<file path="config.mk">
export PLATFORM = sky130hd
export DESIGN_NAME = uart_rx_fifo_flat
export DESIGN_NICKNAME = d
export VERILOG_FILES = /design/src/rtl/uart_rx_fifo_if.sv /design/src/rtl/uart_rx_fifo.sv /design/src/flat_wrapper.sv
export SDC_FILE = /design/constraint.sdc
export NUM_CORES = 1
export LEC_CHECK = 0
export ABC_AREA = 0
export ABC_CLOCK_PERIOD_IN_PS = 2600
export CORE_MARGIN = 1.5
export CORE_UTILIZATION = 50
export DETAILED_ROUTE_END_ITERATION = 8
export PLACE_DENSITY = 0.7
export SLEW_MARGIN = 40
export SYNTH_ARGS = -nofsm -noshare
export SYNTH_HDL_FRONTEND = slang
export SYNTH_SLANG_ARGS = --single-unit
</file>
<file path="constraint.sdc">
create_clock -name clock -period 2.6 [get_ports clock]
set_input_delay 0.26 -clock clock [delete_from_list [all_inputs] [get_ports clock]]
set_output_delay 0.26 -clock clock [all_outputs]
set_load 0.02 [all_outputs]
</file>
<file path="src/rtl/uart_rx_fifo_if.sv">
// uart_rx_fifo_if: receive FIFO drain port (head word, valid/ready, fill level)
interface uart_rx_fifo_if #(
    parameter int DATA_BITS = 8,
    parameter int COUNT_W   = 3
);
    logic [DATA_BITS-1:0] data_out;
    logic                 data_valid;
    logic                 data_ready;
    logic [COUNT_W-1:0]   fifo_count;
    modport master (output data_out, data_valid, fifo_count, input data_ready);
    modport slave (input data_out, data_valid, fifo_count, output data_ready);
endinterface

</file>
<file path="src/rtl/uart_rx_fifo.sv">
// uart_rx_fifo: UART receiver with small output FIFO; define UART_RX_PARITY_EN to expect and check a parity bit
module uart_rx_fifo #(
    parameter int CLOCK_FREQUENCY = 50000000,
    parameter int BAUD_RATE       = 115200,
    parameter int DATA_BITS       = 8,
    parameter int STOP_BITS       = 1,
    parameter int FIFO_DEPTH      = 4,
    parameter int PARITY_ODD      = 0
) (
    input  logic              clock,
    input  logic              reset_n,
    input  logic              rx,
    uart_rx_fifo_if.master    bus,
    output logic              framing_error,
    output logic              overrun,
    output logic              parity_error
);
    localparam int CPB = CLOCK_FREQUENCY / BAUD_RATE;
    localparam int TW  = $clog2(CPB);
    localparam int AW  = $clog2(FIFO_DEPTH);
    localparam int CW  = AW + 1;

    if (CPB < 4 || DATA_BITS < 5 || DATA_BITS > 9 || STOP_BITS < 1 || STOP_BITS > 2 ||
        FIFO_DEPTH < 2 || (FIFO_DEPTH & (FIFO_DEPTH - 1)) != 0 || PARITY_ODD < 0 || PARITY_ODD > 1) begin : g_bad_params
        $error("uart_rx_fifo: illegal parameter combination");
    end

    typedef enum logic [2:0] {
        IDLE,
        START,
        DATA,
`ifdef UART_RX_PARITY_EN
        PARITY,
`endif
        STOP
    } state_t;

    state_t               state;
    logic                 rx_m, rx_s, rx_prev;
    logic [TW-1:0]        timer;
    logic [3:0]           bit_idx;
    logic [DATA_BITS-1:0] shift;
    logic                 stop_bad;
    logic                 expire, last_stop, stop_ok, parity_ok, push, pop, full, wr;
    logic [DATA_BITS-1:0] mem [FIFO_DEPTH];
    logic [AW-1:0]        wr_ptr, rd_ptr;
    logic [CW-1:0]        count;

    assign expire    = timer == '0;
    assign last_stop = state == STOP && expire && bit_idx == 4'(STOP_BITS - 1);
    assign stop_ok   = !stop_bad && rx_s;
    assign push      = last_stop && stop_ok && parity_ok;
    assign full      = count == CW'(FIFO_DEPTH);
    assign pop       = bus.data_valid && bus.data_ready;
    assign wr        = push && (!full || pop);

`ifdef UART_RX_PARITY_EN
    logic par_bit;
    assign parity_ok = par_bit == (^shift ^ (PARITY_ODD != 0));
    // Parity mismatch reported only on frames whose stop bits were good.
    always_ff @(posedge clock or negedge reset_n)
        if (!reset_n) parity_error <= 1'b0;
        else parity_error <= last_stop && stop_ok && !parity_ok;
`else
    assign parity_ok    = 1'b1;
    assign parity_error = 1'b0;
`endif

    // Two-flop synchroniser plus one delayed copy for start-edge detection; idle-high reset.
    always_ff @(posedge clock or negedge reset_n)
        if (!reset_n) {rx_m, rx_s, rx_prev} <= 3'b111;
        else {rx_m, rx_s, rx_prev} <= {rx, rx_m, rx_s};

    // Frame state machine: timer counts down to the next mid-bit sample point.
    always_ff @(posedge clock or negedge reset_n)
        if (!reset_n) begin
            state         <= IDLE;
            timer         <= '0;
            bit_idx       <= '0;
            shift         <= '0;
            stop_bad      <= 1'b0;
            framing_error <= 1'b0;
`ifdef UART_RX_PARITY_EN
            par_bit       <= 1'b0;
`endif
        end else begin
            framing_error <= last_stop && !stop_ok;
            timer         <= expire ? TW'(CPB - 1) : timer - 1'b1;
            case (state)
                IDLE: begin
                    bit_idx  <= '0;
                    stop_bad <= 1'b0;
                    if (rx_prev && !rx_s) begin
                        state <= START;
                        timer <= TW'(CPB / 2 - 1);
                    end
                end
                START: if (expire) state <= rx_s ? IDLE : DATA;
                DATA: if (expire) begin
                    shift   <= {rx_s, shift[DATA_BITS-1:1]};
                    bit_idx <= bit_idx == 4'(DATA_BITS - 1) ? '0 : bit_idx + 1'b1;
`ifdef UART_RX_PARITY_EN
                    if (bit_idx == 4'(DATA_BITS - 1)) state <= PARITY;
`else
                    if (bit_idx == 4'(DATA_BITS - 1)) state <= STOP;
`endif
                end
`ifdef UART_RX_PARITY_EN
                PARITY: if (expire) begin
                    par_bit <= rx_s;
                    state   <= STOP;
                end
`endif
                STOP: if (expire) begin
                    stop_bad <= stop_bad || !rx_s;
                    bit_idx  <= bit_idx + 1'b1;
                    if (last_stop) state <= IDLE;
                end
                default: state <= IDLE;
            endcase
        end

    // FIFO pointers and count; a push into a full FIFO without a pop is dropped and flagged.
    always_ff @(posedge clock or negedge reset_n)
        if (!reset_n) begin
            wr_ptr  <= '0;
            rd_ptr  <= '0;
            count   <= '0;
            overrun <= 1'b0;
        end else begin
            overrun <= push && full && !pop;
            wr_ptr  <= wr ? wr_ptr + 1'b1 : wr_ptr;
            rd_ptr  <= pop ? rd_ptr + 1'b1 : rd_ptr;
            count   <= count + CW'(wr) - CW'(pop);
        end

    // FIFO storage needs no reset: data_out is masked while empty.
    always_ff @(posedge clock)
        if (wr) mem[wr_ptr] <= shift;

    assign bus.data_valid = count != '0;
    assign bus.data_out   = bus.data_valid ? mem[rd_ptr] : '0;
    assign bus.fifo_count = count;
endmodule

</file>
<file path="src/flat_wrapper.sv">
// flat-port wrapper written by rule: the top's interface ports become plain ports
module uart_rx_fifo_flat 
#(
    parameter int CLOCK_FREQUENCY = 50000000,
    parameter int BAUD_RATE       = 115200,
    parameter int DATA_BITS       = 8,
    parameter int STOP_BITS       = 1,
    parameter int FIFO_DEPTH      = 4,
    parameter int PARITY_ODD      = 0
)
  (clock, reset_n, rx, framing_error, overrun, parity_error, bus_data_out, bus_data_valid, bus_fifo_count, bus_data_ready);
  uart_rx_fifo_if #(.DATA_BITS(DATA_BITS), .COUNT_W(($clog2((4)) + 1))) bus_i ();
  input  logic clock;
  input  logic reset_n;
  input  logic rx;
  output logic framing_error;
  output logic overrun;
  output logic parity_error;
  output wire logic [$bits(bus_i.data_out)-1:0] bus_data_out;
  output wire logic [$bits(bus_i.data_valid)-1:0] bus_data_valid;
  output wire logic [$bits(bus_i.fifo_count)-1:0] bus_fifo_count;
  input wire logic [$bits(bus_i.data_ready)-1:0] bus_data_ready;
  assign bus_data_out = bus_i.data_out;
  assign bus_data_valid = bus_i.data_valid;
  assign bus_fifo_count = bus_i.fifo_count;
  assign bus_i.data_ready = bus_data_ready;
  uart_rx_fifo #(.CLOCK_FREQUENCY(CLOCK_FREQUENCY), .BAUD_RATE(BAUD_RATE), .DATA_BITS(DATA_BITS), .STOP_BITS(STOP_BITS), .FIFO_DEPTH(FIFO_DEPTH), .PARITY_ODD(PARITY_ODD)) u_core (.clock(clock), .reset_n(reset_n), .rx(rx), .bus(bus_i), .framing_error(framing_error), .overrun(overrun), .parity_error(parity_error));
endmodule
</file>
==> out/summary.txt <==
Critical path, cell by cell - buf_4, mux4_2, and2_1, clkdlybuf4s50_1
Cell leakage power - 1.46 nW
Post-synthesis sequential area ratio - 0.628
Flops & latches, synth - 68
First-pass GRT wire length - 8340 microns
Routability cong. - 0.784
Clk Latency, worst-skew pair - 0.33 ns
NetSw - 0.914 mW
Num CTS Buffers - 9
Fraction of layout cells with a size suffix above 1 - 0.237
Area of the mapped netlist - 2970 sq um
Clock power frac - 0.234
Final setup violating endpoints - 0
Switching Fraction - 0.307
F_max - 0.421 GHz
Setup CP Type - reg -> out
Vias per inst - 5.23
Critical Path RT - 2.34 ns
Final instance area - 3500 sq um
CP Max Fanout - 10
Top Ports - 19
Max Root-Sink Buffers - 2
Clock-pin slew on the worst setup and hold paths - 0.06 ns
Most frequent cells in the layout - dfrtp_1, edfxtp_1, buf_4
Sequential share of power - 0.465
Final wirelength - 4900 microns
Worst Skew - 0.0106 ns
CP Capture Type - primary output
Iter 0 DRT Violations - 59
Post-DP Area - 3320 sq um
Overall die area - 6410 sq um
Internal Power - 2.06 mW
Synth cell types - 44
Power Density - 850 nW/um^2
Die height - 80.1 microns
TritonCTS clock tree - done
Dominant synthesized flop cell - dfrtp_1
Yosys warnings - 0
Share of synthesized registers carrying an async set or reset - 0.529
Antenna Nets Post-Route - 0
Setup bufs post-CTS - 0
Critical path's slowest cell - mux4_2
Total number of vias - 1,680
Post-synth EDFFs - 32
Max rail drop VDD - 0.522 mV
Mapped Nets - 219
Critical path's largest stage delay - 0.54 ns
Vias in the first global route - 1,751
Post-DP HPWL - 3340 microns
Cell row count - 27
Die Wd - 80.1 microns
Most common cell after layout, fill and taps aside - dfrtp_1
Status - completed
Area grow syn2layout - 18.0%
Drt wl/cell - 15.3 microns
DRT Pass-1 Iters - 4
Global Route Usage Sum - 0.179
Starting Density - 0.529
Largest net degree at the start of global routing - 37
Number of nets in the layout - 258
Drt drc - 0
Mapped Avg Cell Area - 14.5 sq um
Fill cell count - 449
Worst-margin pin slew - 0.525 ns
Final setup TNS - 0 ns
Clock Sink Count - 68
Initial antenna violation count - 0
Critical Path AT - 2.11 ns
Final Slew Violations - 0
H-tree level count - 3
Shortest period the worst path allows - 2.37 ns
Root Driver - clkbuf_8
Cell count after synthesis - 205
Diodes inserted - 0
Share of total power in combinational logic - 0.301
Fin crit share - 0.913
Number of max-cap violations - 0
Final Hold Viols - 0
Port Buffers - 17
Total gr overflow - 0
Core area - 5610 sq um
Hold crit path type - in -> reg
CP startpoint kind - register
RSZ-0062 raised after global routing - false
Relative slew slack - 0.649
flip-flops by register name, indices dropped and copies added (netlist names):
register	cells
u_core.mem	32
u_core.rx_m	1
u_core.rx_s	1
u_core.shift	8
u_core.timer	9
u_core.wr_ptr	2
u_core.bit_idx	4
u_core.overrun	1
u_core.rx_prev	1
u_core.framing_error	1
u_core.stop_bad	1
u_core.rd_ptr	2
u_core.state	2
u_core.bus.fifo_count	3
worst max-delay path, delay by kind of cell, from the launching register on:
kind,cells,cell delay [ns]
buf+inv,2,0.76
flops,1,0.32
mux,1,0.54
simple gates,1,0.17
cell families (layout without fill, tap and decap cells):
kind of cell,Yosys count,in the layout,share of synthesized area
xor gates and xnor gates,10,10,0.0295
DFF,68,68,0.628
adders and majority gates,10,10,0.0447
other,1,1,0.00126
AOI/OAI and AO/OA,21,21,0.0426
muxes,19,19,0.102
buffers and inverters,19,63,0.0253
and+or+nand+nor,57,57,0.127
cell type report:
type	instances	area [sq um]	share of cell area
clock buffer	13	139	0.0396
timing repair buffer	35	305	0.0871
clock inverter	3	15.0	0.00429
inverter	12	45.0	0.0129
multi-input combinational	118	1040	0.298
tap	72	90.1	0.0257
sequential	68	1870	0.533
synth_stat cells (all sizes together), types with 5 or more instances:
library cell,count,share of area
edfxtp,32,0.32
xnor2,9,0.027
nor2,6,0.0076
nand2,8,0.010
clkbuf,5,0.0063
dfrtp,33,0.28
mux4,8,0.061
o21ai,9,0.015
ha,9,0.038
inv,12,0.015
mux2,9,0.034
and2,13,0.027
nand3,7,0.012
routing by layer:
layer / track usage / share of wire
met2: 0.297 / 0.52
met3: 0.0341 / 0.024
met5: 0 / 0
met1: 0.223 / 0.43
met4: 0.0931 / 0.021
power groups by stage:
stage / sequential [mW] / combinational [mW] / clock (mW)
3_5_place_dp: 1.39 / 0.899 / 0
3_3_place_gp: 1.39 / 0.883 / 0
2_1_floorplan: 1.37 / 0.590 / 0
4_1_cts: 1.37 / 0.902 / 0.727
5_1_grt: 1.40 / 0.989 / 0.775
6_report: 1.38 / 0.897 / 0.696
path summary, 6_finish.rpt:
path	to	slack, ns	cells after the start	from
worst min-delay path	u_core.rx_m$_DFF_PN1_	0.35	1	rx
min in group asynchronous	u_core.bit_idx[3]$_DFFE_PN0P_	0.43	2	reset_n
worst min register to register	u_core.rx_s$_DFF_PN1_	0.36	0	u_core.rx_m$_DFF_PN1_
worst max-delay path	bus_data_out[7]	0.23	4	u_core.rd_ptr[0]$_DFFE_PN0P_
max in group asynchronous	u_core.rx_prev$_DFF_PN1_	1.81	2	reset_n
worst max register to register	u_core.bus.fifo_count[2]$_DFF_PN0_	0.26	10	u_core.timer[0]$_DFF_PN0_
through the flow:
stage | total power, mW | std cells | hold slack (ns) | util | setup slack, ns
finish | 2.98 | 321 | 0.352 | 0.625 | 0.226
floorplan | 1.96 | 205 | -0.0356 | - | 0.0426
global route | 3.17 | 321 | 0.350 | 0.625 | 0.0328
global placement | 2.27 | 304 | 0.346 | 0.592 | 0.284
CTS | 3.00 | 320 | 0.0370 | 0.620 | 0.200
detailed placement | 2.29 | 304 | 0.348 | 0.592 | 0.243
what timing repair did:
| item | in CTS | in global routing |
|---|---|---|
| resized for setup | 0 | 1 |
| endpoints found under the setup margin | 0 | 1 |
| hold endpoints to repair | 0 | 33 |
| hold buffers | 0 | 1 |
No activity file was read; power rests on OpenSTA's default activity.
